**config.mk**
```make
export PLATFORM = sky130hd
export DESIGN_NAME = s1488_bist_ctrl_flat
export DESIGN_NICKNAME = d
export VERILOG_FILES = /design/src/rtl/s1488_bist_pkg.sv /design/src/rtl/s1488_bist_ctrl_if.sv /design/src/rtl/s1488_misr.sv /design/src/rtl/s1488_bist_ctrl.sv /design/src/flat_wrapper.sv
export SDC_FILE = /design/constraint.sdc
export NUM_CORES = 1
export LEC_CHECK = 0
export ABC_AREA = 1
export CAP_MARGIN = 5
export CORE_ASPECT_RATIO = 0.6
export CORE_MARGIN = 10
export CORE_UTILIZATION = 42
export CTS_CLUSTER_DIAMETER = 30
export DETAILED_ROUTE_END_ITERATION = 8
export GPL_TIMING_DRIVEN = 0
export PLACE_DENSITY = 0.8
export SYNTH_ARGS = -nofsm -noshare
export SYNTH_HDL_FRONTEND = slang
export SYNTH_SLANG_ARGS = --single-unit
```
**constraint.sdc**
```tcl
create_clock -name CK -period 1.5 [get_ports CK]
set_input_delay 0.3 -clock CK [delete_from_list [all_inputs] [get_ports CK]]
set_output_delay 0.3 -clock CK [all_outputs]
set_load 0.005 [all_outputs]
```
**src/rtl/s1488_bist_pkg.sv**
```systemverilog
// Shared types and constants for the s1488 BIST sequencer.
// Holds the FSM state encoding, the core I/O widths, and the LFSR/MISR
// polynomials, plus small helpers for the LFSR.
package s1488_bist_pkg;

   localparam int unsigned PI_W   = 7;   // core primary inputs v0..v6
   localparam int unsigned PO_W   = 19;  // core outputs v13_D_6..v13_D_24
   localparam int unsigned CNT_W  = 16;  // pattern counter width
   localparam int unsigned RCNT_W = 4;   // core-reset cycle counter width

   // x^7 + x^6 + 1: feedback is the XOR of bits 6 and 5
   localparam logic [PI_W-1:0] LFSR_TAPS = 7'h60;

   // x^19 + x^5 + x^2 + x + 1 (the x^19 term is the shifted-out MSB)
   localparam logic [PO_W-1:0] MISR_POLY = 19'h00027;

   typedef enum logic [2:0] {
      ST_IDLE,
      ST_RESET_CUT,
      ST_RUN,
      ST_COMPARE,
      ST_DONE
   } bist_state_e;

   // One LFSR shift: left shift with the tap parity fed into bit 0
   function automatic logic [PI_W-1:0] lfsr_next(input logic [PI_W-1:0] l);
      return {l[PI_W-2:0], ^(l & LFSR_TAPS)};
   endfunction

   // An all-zero LFSR would lock up, so a zero seed becomes 1
   function automatic logic [PI_W-1:0] lfsr_seed_fix(input logic [PI_W-1:0] s);
      return (s == '0) ? PI_W'(1) : s;
   endfunction

endpackage

```
**src/rtl/s1488_bist_ctrl_if.sv**
```systemverilog
// Bus between system logic, the BIST sequencer and the s1488 core.
// master: system side (drives start/abort/func_pi/golden_sig, and the core
//         drives cut_po); slave: the BIST sequencer.
//   start, abort  : run control levels
//   func_pi       : functional values for v0..v6
//   golden_sig    : expected signature, sampled in COMPARE
//   cut_po        : core outputs {v13_D_24..v13_D_6}
//   cut_pi        : core inputs v0..v6
//   cut_rst_n     : active-low reset to the core flops
//   busy/done/pass, signature, pattern_cnt : status
interface s1488_bist_ctrl_if;
   import s1488_bist_pkg::*;

   logic              start;
   logic              abort;
   logic [PI_W-1:0]   func_pi;
   logic [PO_W-1:0]   golden_sig;
   logic [PO_W-1:0]   cut_po;
   logic [PI_W-1:0]   cut_pi;
   logic              cut_rst_n;
   logic              busy;
   logic              done;
   logic              pass;
   logic [PO_W-1:0]   signature;
   logic [CNT_W-1:0]  pattern_cnt;

   modport master (
      output start, abort, func_pi, golden_sig, cut_po,
      input  cut_pi, cut_rst_n, busy, done, pass, signature, pattern_cnt
   );

   modport slave (
      input  start, abort, func_pi, golden_sig, cut_po,
      output cut_pi, cut_rst_n, busy, done, pass, signature, pattern_cnt
   );

endinterface

```
**src/rtl/s1488_misr.sv**
```systemverilog
// 19-bit multiple-input signature register for compacting core outputs.
//   clk, rst_n : clock, async active-low reset (loads SEED)
//   load       : reload SEED (wins over en)
//   en         : shift with feedback and fold in data_in
//   data_in    : parallel core outputs
//   sig        : current signature
module s1488_misr
   import s1488_bist_pkg::*;
#(
   parameter logic [PO_W-1:0] SEED = '0
) (
   input  logic            clk,
   input  logic            rst_n,
   input  logic            load,
   input  logic            en,
   input  logic [PO_W-1:0] data_in,
   output logic [PO_W-1:0] sig
);

   // Signature update; holds when neither load nor en is set
   always_ff @(posedge clk or negedge rst_n) begin
      if (!rst_n) begin
         sig <= SEED;
      end else if (load) begin
         sig <= SEED;
      end else if (en) begin
         sig <= {sig[PO_W-2:0], 1'b0}
              ^ (sig[PO_W-1] ? MISR_POLY : '0)
              ^ data_in;
      end
   end

endmodule

```
**src/rtl/s1488_bist_ctrl.sv**
```systemverilog
// BIST sequencer for the s1488 core. Passes func_pi through in IDLE/DONE;
// on start it resets the core, applies NUM_PATTERNS LFSR vectors, compacts
// the core outputs in a MISR and compares against golden_sig.
//   CK   : clock, rising edge
//   CLR  : async active-low reset
//   bus  : s1488_bist_ctrl_if slave (control, core I/O and status)
module s1488_bist_ctrl
   import s1488_bist_pkg::*;
#(
   parameter int unsigned      NUM_PATTERNS = 1024,
   parameter int unsigned      RESET_CYCLES = 2,
   parameter logic [PI_W-1:0]  LFSR_SEED    = 7'h01,
   parameter logic [PO_W-1:0]  MISR_SEED    = '0
) (
   input  logic              CK,
   input  logic              CLR,
   s1488_bist_ctrl_if.slave  bus
);

   localparam logic [RCNT_W-1:0] RCNT_LAST = RCNT_W'(RESET_CYCLES - 1);
   localparam logic [CNT_W-1:0]  CNT_LAST  = CNT_W'(NUM_PATTERNS);
   localparam logic [PI_W-1:0]   LFSR_INIT = lfsr_seed_fix(LFSR_SEED);

   bist_state_e        state_q, state_d;
   logic [PI_W-1:0]    lfsr_q;
   logic [RCNT_W-1:0]  rcnt_q;
   logic [CNT_W-1:0]   cnt_q;
   logic [CNT_W-1:0]   cnt_inc;
   logic               cut_rst_n_q;
   logic               busy_q;
   logic               done_q;
   logic               pass_q;
   logic               start_run;
   logic               run_step;
   logic [PO_W-1:0]    sig;

   assign cnt_inc  = cnt_q + CNT_W'(1);
   // A vector applied in RUN is counted and compacted even on an abort edge
   assign run_step = (state_q == ST_RUN);

   // Next-state logic; abort overrides every transition including start
   always_comb begin
      state_d   = state_q;
      start_run = 1'b0;
      case (state_q)
         ST_IDLE, ST_DONE: begin
            if (bus.start) begin
               state_d   = ST_RESET_CUT;
               start_run = 1'b1;
            end
         end
         ST_RESET_CUT: begin
            if (rcnt_q == RCNT_LAST) state_d = ST_RUN;
         end
         ST_RUN: begin
            if (cnt_inc == CNT_LAST) state_d = ST_COMPARE;
         end
         ST_COMPARE: state_d = ST_DONE;
         default:    state_d = ST_IDLE;
      endcase
      if (bus.abort) begin
         state_d   = ST_IDLE;
         start_run = 1'b0;
      end
   end

   // State register
   always_ff @(posedge CK or negedge CLR) begin
      if (!CLR) state_q <= ST_IDLE;
      else      state_q <= state_d;
   end

   // Datapath registers and registered status outputs
   always_ff @(posedge CK or negedge CLR) begin
      if (!CLR) begin
         lfsr_q      <= LFSR_INIT;
         rcnt_q      <= '0;
         cnt_q       <= '0;
         cut_rst_n_q <= 1'b0;
         busy_q      <= 1'b0;
         done_q      <= 1'b0;
         pass_q      <= 1'b0;
      end else begin
         if (start_run)     lfsr_q <= LFSR_INIT;
         else if (run_step) lfsr_q <= lfsr_next(lfsr_q);

         if (start_run)                    rcnt_q <= '0;
         else if (state_q == ST_RESET_CUT) rcnt_q <= rcnt_q + RCNT_W'(1);

         if (start_run)     cnt_q <= '0;
         else if (run_step) cnt_q <= cnt_inc;

         if (bus.abort || start_run)     pass_q <= 1'b0;
         else if (state_q == ST_COMPARE) pass_q <= (sig == bus.golden_sig);

         // Decoded from the next state so they line up with state_q
         cut_rst_n_q <= (state_d != ST_RESET_CUT);
         busy_q      <= (state_d == ST_RESET_CUT) || (state_d == ST_RUN)
                     || (state_d == ST_COMPARE);
         done_q      <= (state_d == ST_DONE);
      end
   end

   s1488_misr #(
      .SEED    (MISR_SEED)
   ) u_misr (
      .clk     (CK),
      .rst_n   (CLR),
      .load    (start_run),
      .en      (run_step),
      .data_in (bus.cut_po),
      .sig     (sig)
   );

   // Core input mux: select only changes with the registered state
   always_comb begin
      case (state_q)
         ST_IDLE, ST_DONE: bus.cut_pi = bus.func_pi;
         ST_RUN:           bus.cut_pi = lfsr_q;
         default:          bus.cut_pi = '0;
      endcase
   end

   assign bus.cut_rst_n   = cut_rst_n_q;
   assign bus.busy        = busy_q;
   assign bus.done        = done_q;
   assign bus.pass        = pass_q;
   assign bus.signature   = sig;
   assign bus.pattern_cnt = cnt_q;

endmodule

```
**src/flat_wrapper.sv**
```systemverilog
// flat-port wrapper written by rule: the top's interface ports become plain ports
module s1488_bist_ctrl_flat import s1488_bist_pkg::*;
#(
   parameter int unsigned      NUM_PATTERNS = 1024,
   parameter int unsigned      RESET_CYCLES = 2,
   parameter logic [PI_W-1:0]  LFSR_SEED    = 7'h01,
   parameter logic [PO_W-1:0]  MISR_SEED    = '0
)
  (CK, CLR, bus_start, bus_abort, bus_func_pi, bus_golden_sig, bus_cut_po, bus_cut_pi, bus_cut_rst_n, bus_busy, bus_done, bus_pass, bus_signature, bus_pattern_cnt);
  s1488_bist_ctrl_if bus_i ();
  input  logic CK;
  input  logic CLR;
  input wire logic [$bits(bus_i.start)-1:0] bus_start;
  input wire logic [$bits(bus_i.abort)-1:0] bus_abort;
  input wire logic [$bits(bus_i.func_pi)-1:0] bus_func_pi;
  input wire logic [$bits(bus_i.golden_sig)-1:0] bus_golden_sig;
  input wire logic [$bits(bus_i.cut_po)-1:0] bus_cut_po;
  output wire logic [$bits(bus_i.cut_pi)-1:0] bus_cut_pi;
  output wire logic [$bits(bus_i.cut_rst_n)-1:0] bus_cut_rst_n;
  output wire logic [$bits(bus_i.busy)-1:0] bus_busy;
  output wire logic [$bits(bus_i.done)-1:0] bus_done;
  output wire logic [$bits(bus_i.pass)-1:0] bus_pass;
  output wire logic [$bits(bus_i.signature)-1:0] bus_signature;
  output wire logic [$bits(bus_i.pattern_cnt)-1:0] bus_pattern_cnt;
  assign bus_i.start = bus_start;
  assign bus_i.abort = bus_abort;
  assign bus_i.func_pi = bus_func_pi;
  assign bus_i.golden_sig = bus_golden_sig;
  assign bus_i.cut_po = bus_cut_po;
  assign bus_cut_pi = bus_i.cut_pi;
  assign bus_cut_rst_n = bus_i.cut_rst_n;
  assign bus_busy = bus_i.busy;
  assign bus_done = bus_i.done;
  assign bus_pass = bus_i.pass;
  assign bus_signature = bus_i.signature;
  assign bus_pattern_cnt = bus_i.pattern_cnt;
  s1488_bist_ctrl #(.NUM_PATTERNS(NUM_PATTERNS), .RESET_CYCLES(RESET_CYCLES), .LFSR_SEED(LFSR_SEED), .MISR_SEED(MISR_SEED)) u_core (.CK(CK), .CLR(CLR), .bus(bus_i));
endmodule
```
==> results.md, run 1 <==
* Fin. max-slew vios at 0
* Site row count at 23
* Worst hold slack at 479 ps
* Synth Area in Compound Gates at 12.1%
* Initial core utilization at 43.5%
* Critical path, cell by cell: buf_6, nand2_4, nor2_4, nand3_1, nor2_1, xor2_1, nor2_1, nand2_1, nand2_2, nand2_2, nand2_1
* Clk_skew at approximately 7.3 ps
* IO buf count at 94
* Fin util at 69.7%
* Top cell type's share of synthesized area at 44.7%
* Max-cap violations at 0
* CP Launch Type: flop
* Min Tclk post-route at ~1800 ps
* Clock sink total at 53
* 1st-pass router iterations at 4
* Max VDD drop at about 0.70 mV
* Period utilization at 119%
* RSZ-0062 raised after global routing: yes
* WL final at 10300 um
* TritonCTS Buffers at 5
* Skew-Pair Late Insertion Delay at 290 ps
* Total Nets Final at 555
* Mapped Avg Cell Area at 8.28 um^2
* CP Data Arrival Time at slightly below 2000 ps
* Total number of yosys warnings at 0
* Adder-Cell Fraction of Synth Area at approximately 1.3%
* Mux cell area share after synthesis at 0%
* Core area at 0.00671 mm^2
* Distinct cells, synth at 27
* CP endpoint kind: flop
* Area contributors post-synth: dfrtp_1 45%, nand2_1 11%, xnor2_1 11%
* Worst slew pin tran at 439 ps
* Ys flop type: dfrtp_1
* Gr busiest metal: met2
* Global route overflow at 0
* Synth Cell Area at around 0.0029 mm^2
* Sequential area share after synthesis at a little under half
* Largest family of logic cells by synthesized area: simple AND/OR/NAND/NOR gates
* Hold Path Class: in2async
* Routed vias/inst at 5.21
* EDFF count, synth at 0
* Longest Clk Path Bufs at 2
* Count leader, synth: nand2_1
* Drt drc at 0
* Worst Setup Path Type: reg2reg
* XOR/XNOR Fraction of Synth Area at between 10% and 20%
* Fillers at 501
* Final Hold Fails at 0
* LEAKAGE at 0.00222 uW
* # diodes at 0
* FMAX at 0.559 GHz
* Final instance area at between 0.004 and 0.005 mm^2
* Full die area at 0.0108 mm^2
* Routing usage on met3 at 5.52%
* TritonCTS clock tree: yes
* Critical path's slowest cell: dfrtp_2
* CP required at 1680 ps
* CP Max Fanout at 4
* Register bit total from synthesis at 53
* Clk slew on worst S/H paths at 70 ps
* Vias in the first global route at 3061
* Total track usage at 17.8%
* Headroom to the max-slew limit at 70.8%
* ANT nets after route at 0
* Status: finished with violations
* Via count at 3077
* Post-DR wirelength/cell at 17.5 um
* Die height at 84.5 um
* Placed Area at 0.00398 mm^2
* HPWL after detailed placement at 6950 um
* Chip width at roughly 130 um
* Synth cell count leaders: 87 x nand2_1, 52 x dfrtp_1, 40 x o21ai_0, 37 x inv_1, 36 x xnor2_1
* Final Worst Setup Slack at -288 ps
* I/O Pins at 95
* Global-route wire length before repair at 15900 um
* Share of cells above drive strength 1 at 23.2%
* PD cells at 1280 mW/mm^2
* Antenna violations before repair at 0
* Area share of and/or/nand/nor cells after synthesis at 21.9%
* R2R depth at 11
* Syn Nets at a little over 400
* Post-synthesis async set-or-reset flop share at 100%
* Area delta synth->final at 60.4%
* Largest net degree at the start of global routing at 38
* DRT iter0 DRCs at 370
* M1 GR Usage at 23.3%
* Root buffer cell: clkbuf_16
* Met2 Usage GRT at 28.7%
* H-tree depth at 2
* Mapped Cells at 352
* Final setup vio count at 24
* Failing checks: setup timing
* Max incr delay on CP at 420 ps
* Synth area leader: dfrtp_1
* Routability cong. at 0.880
sequential cells by signal (all words and copies together) (netlist names):
name and count:
u_core.u_misr.sig 19, u_core.rcnt_q 4, u_core.bus.busy 1, u_core.state_q 3, u_core.bus.done 1, u_core.bus.pattern_cnt 16, u_core.bus.cut_rst_n 1, u_core.lfsr_q 7
u_core.bus.pass 1
path summary, 6_finish.rpt:
| check | from | to | slack, ps |
|---|---|---|---|
| max | u_core.bus.pattern_cnt[0]$_DFFE_PN0P_ | u_core.bus.busy$_DFF_PN0_ | -290 |
| min | CLR | u_core.bus.pattern_cnt[1]$_DFFE_PN0P_ | 480 |
| max reg2reg | u_core.bus.pattern_cnt[0]$_DFFE_PN0P_ | u_core.bus.busy$_DFF_PN0_ | -290 |
| min reg2reg | u_core.lfsr_q[0]$_DFFE_PN1P_ | u_core.lfsr_q[0]$_DFFE_PN1P_ | 550 |
| max in group asynchronous | CLR | u_core.state_q[1]$_DFF_PN0_ | 460 |
| min in group CK | u_core.lfsr_q[0]$_DFFE_PN1P_ | u_core.lfsr_q[0]$_DFFE_PN1P_ | 550 |
placed cells by master (no fill, tap or decap), types with 2 or more instances in the layout:
cell	Yosys	routed
nand2_1	87	83
clkdlybuf4s50_1	0	65
buf_4	0	45
dfrtp_1	52	45
xnor2_1	36	36
inv_1	37	34
o21ai_0	40	32
nand3_1	14	13
dlygate4sd2_1	0	13
nor2_1	15	12
o22ai_1	11	11
nand4_1	9	9
o21ai_2	0	8
buf_2	4	8
dlymetal6s2s_1	0	8
a21oi_1	7	7
xor2_1	7	7
dfrtp_2	0	7
nand2_2	5	6
clkbuf_16	0	6
nor2_4	3	5
nor2_2	4	5
inv_2	1	3
clkbuf_2	0	3
clkbuf_1	5	3
clkbuf_4	0	3
nand2_4	0	2
buf_8	0	2
nand3_4	0	2
nor3_4	0	2
a22o_1	2	2
ha_1	3	2
buf_6	0	2
per-layer routing:
layer  vias to the layer above  share of wire (%)
met1                      1460                 42
met2                       147                 47
met3                        18                9.7
met4                         0                1.2
met5                         -                  0
li1                       1452                  -
critical path, delay by kind of cell (launching register included):
family,cells,cell delay [ps]
XOR/XNOR,1,220
flip-flops,1,420
buffers and inverters,1,150
AND/OR/NAND/NOR,9,890
metrics by stage:
stage,total power [uW],setup WS (ps),setup TNS (ps),std cells
2_1_floorplan,3120,-79.7,-179,352
3_3_place_gp,4130,-1500,-102550,533
3_5_place_dp,4220,-643,-24950,534
4_1_cts,5800,-217,-6450,579
5_1_grt,6320,-413,-6190,591
6_report,5980,-288,-3000,591
cells by family after synthesis:
| logic type | count (synthesis) |
|---|---|
| flip-flops | 53 |
| AND/OR/NAND/NOR | 142 |
| adder cells (fa/ha/maj) | 3 |
| XOR/XNOR | 43 |
| AO/OA/AOI/OAI | 64 |
| buffers and inverters | 47 |
where the power goes:
group	total, uW	internal, uW	switching [uW]
registers	2010	1760	251
logic	2790	1530	1260
clock network	1180	668	511
total	5980	3960	2020
area by class of cell:
cell class              instances  area, um^2  share of cell area [%]
multi-input cells             252        1540                    33.0
flip-flops and latches         53        1340                    28.6
repair buffers                144        1320                    28.2
inverters                      38         148                    3.16
clock buffers                   8         146                    3.13
well taps                      87         109                    2.33
plain buffers                   9        71.3                    1.53
what timing repair did:
action,in CTS,in global routing
hold buffers,1,0
setup endpoints to repair,81,59
setup buffers,36,12
gates cloned,0,1
gates resized for setup,75,40
hold endpoints to repair,15,0
pin swaps,6,10
No activity file was read; power rests on OpenSTA's default activity.
==> run 2: changes to the inputs <==
--- a/config.mk
+++ b/config.mk
@@ -9,11 +9,11 @@
 export CAP_MARGIN = 5
 export CORE_ASPECT_RATIO = 0.6
 export CORE_MARGIN = 10
-export CORE_UTILIZATION = 42
+export CORE_UTILIZATION = 46
 export CTS_CLUSTER_DIAMETER = 30
 export DETAILED_ROUTE_END_ITERATION = 8
 export GPL_TIMING_DRIVEN = 0
-export PLACE_DENSITY = 0.8
+export PLACE_DENSITY = 0.83
 export SYNTH_ARGS = -nofsm -noshare
 export SYNTH_HDL_FRONTEND = slang
 export SYNTH_SLANG_ARGS = --single-unit
==> constraint.sdc (replaced) <==
create_clock -name CK -period 2 [get_ports CK]
set_input_delay 0.4 -clock CK [delete_from_list [all_inputs] [get_ports CK]]
set_output_delay 0.4 -clock CK [all_outputs]
set_load 0.005 [all_outputs]
==> run 2 against run 1 <==
Worst setup slack better by 340 ps. Register-to-register slack improved by 430 ps. Largest cell class unchanged. Non-clock buffer count is 45 lower. Sequential power down 19%. Utilization decreased by 2.2 points. The run now ends clean. Clock skew rose by 1.5 ps. Cell area decreased by 11%.
==> results.md, run 2 (synthesized netlist as in run 1, its figures left out) <==
* ANT nets after route at 0
* Area delta synth->final at 42.2%
* Site row count at 22
* Routed vias/inst at just over 5
* Logic gate share of total power at 40.7%
* LEAKAGE at 0.00172 uW
* TritonCTS clock tree: yes
* Global-route wire length before repair at 13800 um
* Antenna violations before repair at 0
* Number of flip-flops in the largest register at 19
* Worst hold slack at between 50 and 60 ps
* PD cells at between 900 and 1000 mW/mm^2
* Worst Setup Path Type: reg2out
* Final setup vio count at 0
* FMAX at 0.512 GHz
* Status: finished clean
* Initial core utilization at 47.5%
* Setup TNS at 0 ps
* Period utilization at 97.7%
* Min Tclk post-route at ~2000 ps
* IO buf count at 94
* Switch share at 34.8%
* TritonCTS Buffers at 5
* Drt drc at 0
* Headroom to the max-slew limit at 62.9%
* Sw Pwr at 1320 uW
* WL final at 8550 um
* Clock power frac at 16.3%
* Longest Clk Path Bufs at 2
* Total Nets Final at 510
* Worst slew pin tran at approximately 560 ps
* Fin. max-slew vios at 0
* Clk slew on worst S/H paths at ~90 ps
* Routability cong. at roughly 0.86
* Clock sink total at 53
* CP Data Arrival Time at 1550 ps
* Core area at 0.00614 mm^2
* Biggest register: u_core.u_misr.sig
* Post-DR wirelength/cell at 15.7 um
* Largest net degree at the start of global routing at 34
* Full die area at 0.0100 mm^2
* CP required at between 1500 and 2000 ps
* Global route overflow at 0
* CP Launch Type: flop
* Hold Path Class: in2async
* # diodes at 0
* Int Power at ~2500 uW
* Commonest non-fill, non-tap cells in the layout: 86 x nand2_1, 86 x clkdlybuf4s50_1, 50 x dfrtp_1, 37 x o21ai_0
* Skew-Pair Late Insertion Delay at 300 ps
* Root buffer cell: clkbuf_8
* Total track usage at 17.2%
* Reg power frac at 43.0%
* I/O Pins at 95
* Die height at slightly above 80 um
* Vias in the first global route at between 2000 and 3000
* Clk_skew at between 8 and 9 ps
* CTS Hold Bufs at 0
* Chip width at 123 um
* Fillers at about 500
* Max-cap violations at 0
* CP Max Fanout at 10
* 1st-pass router iterations at 4
* HPWL after detailed placement at about 6600 um
* Share of cells above drive strength 1 at around 11%
* Final Hold Fails at 0
* CP endpoint kind: primary output
* Via count at 2767
* Max VDD drop at 0.467 mV
* DRT iter0 DRCs at 249
* H-tree depth at 2
run 2: worst max-delay path, cell delays in order (launching register included):
cell,delay (ps)
dfrtp_2,460
nand2_2,110
nor2_4,130
inv_4,70
buf_8,140
o21ai_2,110
clkdlybuf4s15_2,220
run 2: path summary, 6_finish.rpt:
path                                                        from                                      to  slack (ps)  cells past startpoint
max                                  u_core.state_q[1]$_DFF_PN0_                           bus_cut_pi[2]          50                      6
min                                                          CLR  u_core.bus.pattern_cnt[10]$_DFFE_PN0P_          50                      1
max reg2reg                u_core.bus.pattern_cnt[0]$_DFFE_PN0P_          u_core.bus.cut_rst_n$_DFF_PN0_         140                     12
min reg2reg                         u_core.lfsr_q[0]$_DFFE_PN1P_            u_core.lfsr_q[0]$_DFFE_PN1P_         520                      2
max in group asynchronous                                    CLR            u_core.lfsr_q[0]$_DFFE_PN1P_        1340                      2
min in group CK                     u_core.lfsr_q[0]$_DFFE_PN1P_            u_core.lfsr_q[0]$_DFFE_PN1P_         520                      2
run 2: metrics by stage:
stage | instance area (um^2) | util [%] | power (uW) | setup WS (ps) | std cells
final | 4140 | 67.5 | 3800 | 46.9 | 543
after global routing | 4140 | 67.5 | 4080 | -3.03 | 543
after CTS | 4100 | 66.8 | 3780 | -1.04 | 541
after detailed placement | 3980 | 64.8 | 3150 | -256 | 531
after global placement | 3960 | 64.5 | 3100 | -1110 | 530
after floorplan | 2910 | - | 2340 | 407 | 352
run 2: area by class of cell:
cell class | instances | area [um^2] | share of cell area [%]
tap | 84 | 105 | 2.54
timing repair buffer | 99 | 970 | 23.4
buffer | 9 | 50.0 | 1.21
inverter | 38 | 145 | 3.50
clock buffer | 8 | 90.1 | 2.17
sequential | 53 | 1330 | 32.1
multi-input combinational | 252 | 1450 | 35.1
run 2: repair_timing:
item | 4_1_cts | 5_1_grt
setup buffers | 2 | 2
pin swaps | 1 | 2
gates cloned | 0 | 0
gates resized for setup | 21 | 22
setup endpoints to repair | 7 | 17
run 2: routing by layer:
layer  track usage (%)  wire, um
met3              5.41       834
met2              26.8      3820
met5                 0         0
met1              22.8      3830
met4              4.68        65
run 2: power by group through the flow:
stage	clock network, uW	logic [uW]	registers [uW]
floorplan	0	744	1600
global placement	0	1470	1620
detailed placement	0	1520	1640
CTS	633	1520	1620
global route	676	1720	1680
finish	621	1550	1630
==> run 3: changes to the inputs <==
--- a/config.mk
+++ b/config.mk
@@ -6,14 +6,16 @@
 export NUM_CORES = 1
 export LEC_CHECK = 0
 export ABC_AREA = 1
+export ABC_CLOCK_PERIOD_IN_PS = 2000
 export CAP_MARGIN = 5
 export CORE_ASPECT_RATIO = 0.6
 export CORE_MARGIN = 10
-export CORE_UTILIZATION = 46
+export CORE_UTILIZATION = 48
+export CTS_BUF_LIST = sky130_fd_sc_hd__clkbuf_4
 export CTS_CLUSTER_DIAMETER = 30
 export DETAILED_ROUTE_END_ITERATION = 8
 export GPL_TIMING_DRIVEN = 0
-export PLACE_DENSITY = 0.83
+export PLACE_DENSITY = 0.86
 export SYNTH_ARGS = -nofsm -noshare
 export SYNTH_HDL_FRONTEND = slang
 export SYNTH_SLANG_ARGS = --single-unit
==> run 3 against run 2 <==
The flow now finishes with violations (setup timing). Routed wire length rose by 10%. Final cell count rose by 1.8%. Clock power fell by 21%. First-iteration DRC count fell by 8.8%. Cell area rose by 2.8%. Critical path type unchanged. Largest power group is now combinational cells.
==> results.md, run 3 (synthesized netlist as in run 1, its figures left out) <==
* R2R Path End: u_core.lfsr_q[6]$_DFFE_PN0P_
* Min Tclk post-route at roughly 2100 ps
* Chip width at 121 um
* Skew-Pair Late Insertion Delay at 370 ps
* Crit. Startpoint: u_core.state_q[0]$_DFF_PN0_
* Root buffer cell: clkbuf_4
* Global route overflow at 0
* Status: finished with violations
* Max VDD drop at 0.682 mV
* Full die area at approximately 0.0097 mm^2
* Global-route wire length before repair at 14500 um
* Final std cells w/o fill at ~550
* Routed vias/inst at 5.34
* Number of flip-flops in the largest register at 19
* Core area at about 0.0057 mm^2
* CP endpoint kind: primary output
* Area delta synth->final at 46.2%
* R2R depth at 8
* H-tree depth at 2
* Site row count at 21
* LEAKAGE at about 0.0018 uW
* Placed cell count at approximately 530
* Total track usage at 18.5%
* Drt drc at 0
* Commonest non-fill, non-tap cells in the layout: 86 x nand2_1, 86 x clkdlybuf4s50_1, 50 x dfrtp_1, 36 x xnor2_1, 35 x inv_1
* Initial core utilization at 50.9%
* Longest Clk Path Bufs at 2
* 1st-pass router iterations at 6
* Clk slew on worst S/H paths at 160 ps
* Share of cells above drive strength 1 at 15.0%
* Vias in the first global route at 2916
* CP Max Fanout at 6
* CP Data Arrival Time at approximately 1700 ps
* Routability cong. at 0.904
* Max-cap violations at 0
* Hold Path Class: in2async
* Final Power at 3810 uW
* Biggest register: u_core.u_misr.sig
* Crit path to: bus_cut_pi[3]
* Failing checks: setup timing
* WL final at approximately 9400 um
* # diodes at 0
* I/O Pins at 95
* RR Startpoint: u_core.state_q[0]$_DFF_PN0_
* Final Hold Fails at 0
* CP required at about 1600 ps
* Worst reg-to-reg setup slack at 60 ps
* TritonCTS clock tree: yes
* Clk_skew at slightly below 20 ps
* Worst Setup Path Type: reg2out
* Antenna violations before repair at 0
* Final Worst Setup Slack at -81.0 ps
* Via count at 2953
* RSZ-0062 raised after global routing: yes
* TritonCTS Buffers at 5
* Place WS at -302 ps
* Worst slew pin tran at roughly 510 ps
* Final setup vio count at 5
* Fin. max-slew vios at 0
* Total Nets Final at roughly 520
* Worst hold slack at 434 ps
* ANT nets after route at 0
* FMAX at between 0.4 and 0.5 GHz
* Largest net degree at the start of global routing at between 40 and 50
* IO buf count at 94
* Clock sink total at between 50 and 60
* HPWL after detailed placement at 6830 um
* Period utilization at 104%
* CP Launch Type: flop
* Headroom to the max-slew limit at 65.5%
* PD cells at 895 mW/mm^2
* Post-DR wirelength/cell at 17.0 um
* Die height at 80.4 um
* DRT iter0 DRCs at 227
-- run 3: cell types whose count changed in the layout (fill, tap and decap cells not counted), moves of 4 or more --
cell	previous run	this run
buf_4	4	14
o21ai_0	37	29
buf_6	0	7
clkbuf_4	0	7
clkbuf_8	6	0
o21ai_1	1	6
buf_2	5	9
clkbuf_2	4	0
-- run 3: stage by stage --
stage	setup TNS, ps	util, %	area, um^2
after CTS	-195	72.2	4140
final	-282	74.4	4260
after floorplan	0	-	2910
after detailed placement	-5750	69.3	3970
after global routing	-759	74.4	4260
after global placement	-60910	69.0	3960
-- run 3: where the power goes --
part           internal, uW  total [uW]  switching (uW)
registers              1320        1630             309
clock network           149         488             340
logic                   962        1700             734
-- run 3: area by class of cell --
cell class | instances | area, um^2
Timing Repair Buffer | 114 | 1080
Inverter | 38 | 149
Tap cell | 80 | 100
Buffer | 8 | 57.6
Clock buffer | 6 | 45.0
Multi-Input combinational cell | 252 | 1490
Sequential cell | 53 | 1330
Clock inverter | 2 | 10.0
Fill cell | 419 | 1470
-- run 3: per-layer routing --
layer / vias up / track usage, % / wire, um
met3: 31 / 5.73 / 933
met4: 0 / 5.28 / 187
li1: 1383 / - / -
met1: 1383 / 24.8 / 4140
met2: 156 / 28.0 / 4140
met5: - / 0 / 0
-- run 3: worst min path at each step --
| stage | startpoint | endpoint | slack [ps] | depth (start not counted) |
|---|---|---|---|---|
| 5_1_grt | CLR | u_core.bus.pattern_cnt[12]$_DFFE_PN0P_ | 450 | 2 |
| 6_report | CLR | u_core.bus.pattern_cnt[10]$_DFFE_PN0P_ | 430 | 2 |
| 4_1_cts | CLR | u_core.bus.pattern_cnt[10]$_DFFE_PN0P_ | 440 | 2 |
| 3_5_place_dp | CLR | u_core.bus.pattern_cnt[10]$_DFFE_PN0P_ | 330 | 1 |
| 2_1_floorplan | CLR | u_core.bus.busy$_DFF_PN0_ | 100 | 0 |
| 3_3_place_gp | u_core.lfsr_q[0]$_DFFE_PN1P_ | u_core.lfsr_q[0]$_DFFE_PN1P_ | 500 | 2 |
-- run 3: critical path, stage by stage, from the launching register on --
cell        delay, ps
dfrtp_2           500
nor2_4            170
clkinvlp_4        220
buf_6             190
o21ai_2           100
buf_2             130
-- run 3: timing repair --
item,in CTS,in global routing
gates cloned,0,0
hold buffers,1,0
endpoints found under the setup margin,7,42
pin swaps,5,4
buffers inserted,11,7
resized for setup,51,26
endpoints found under the hold margin,13,0
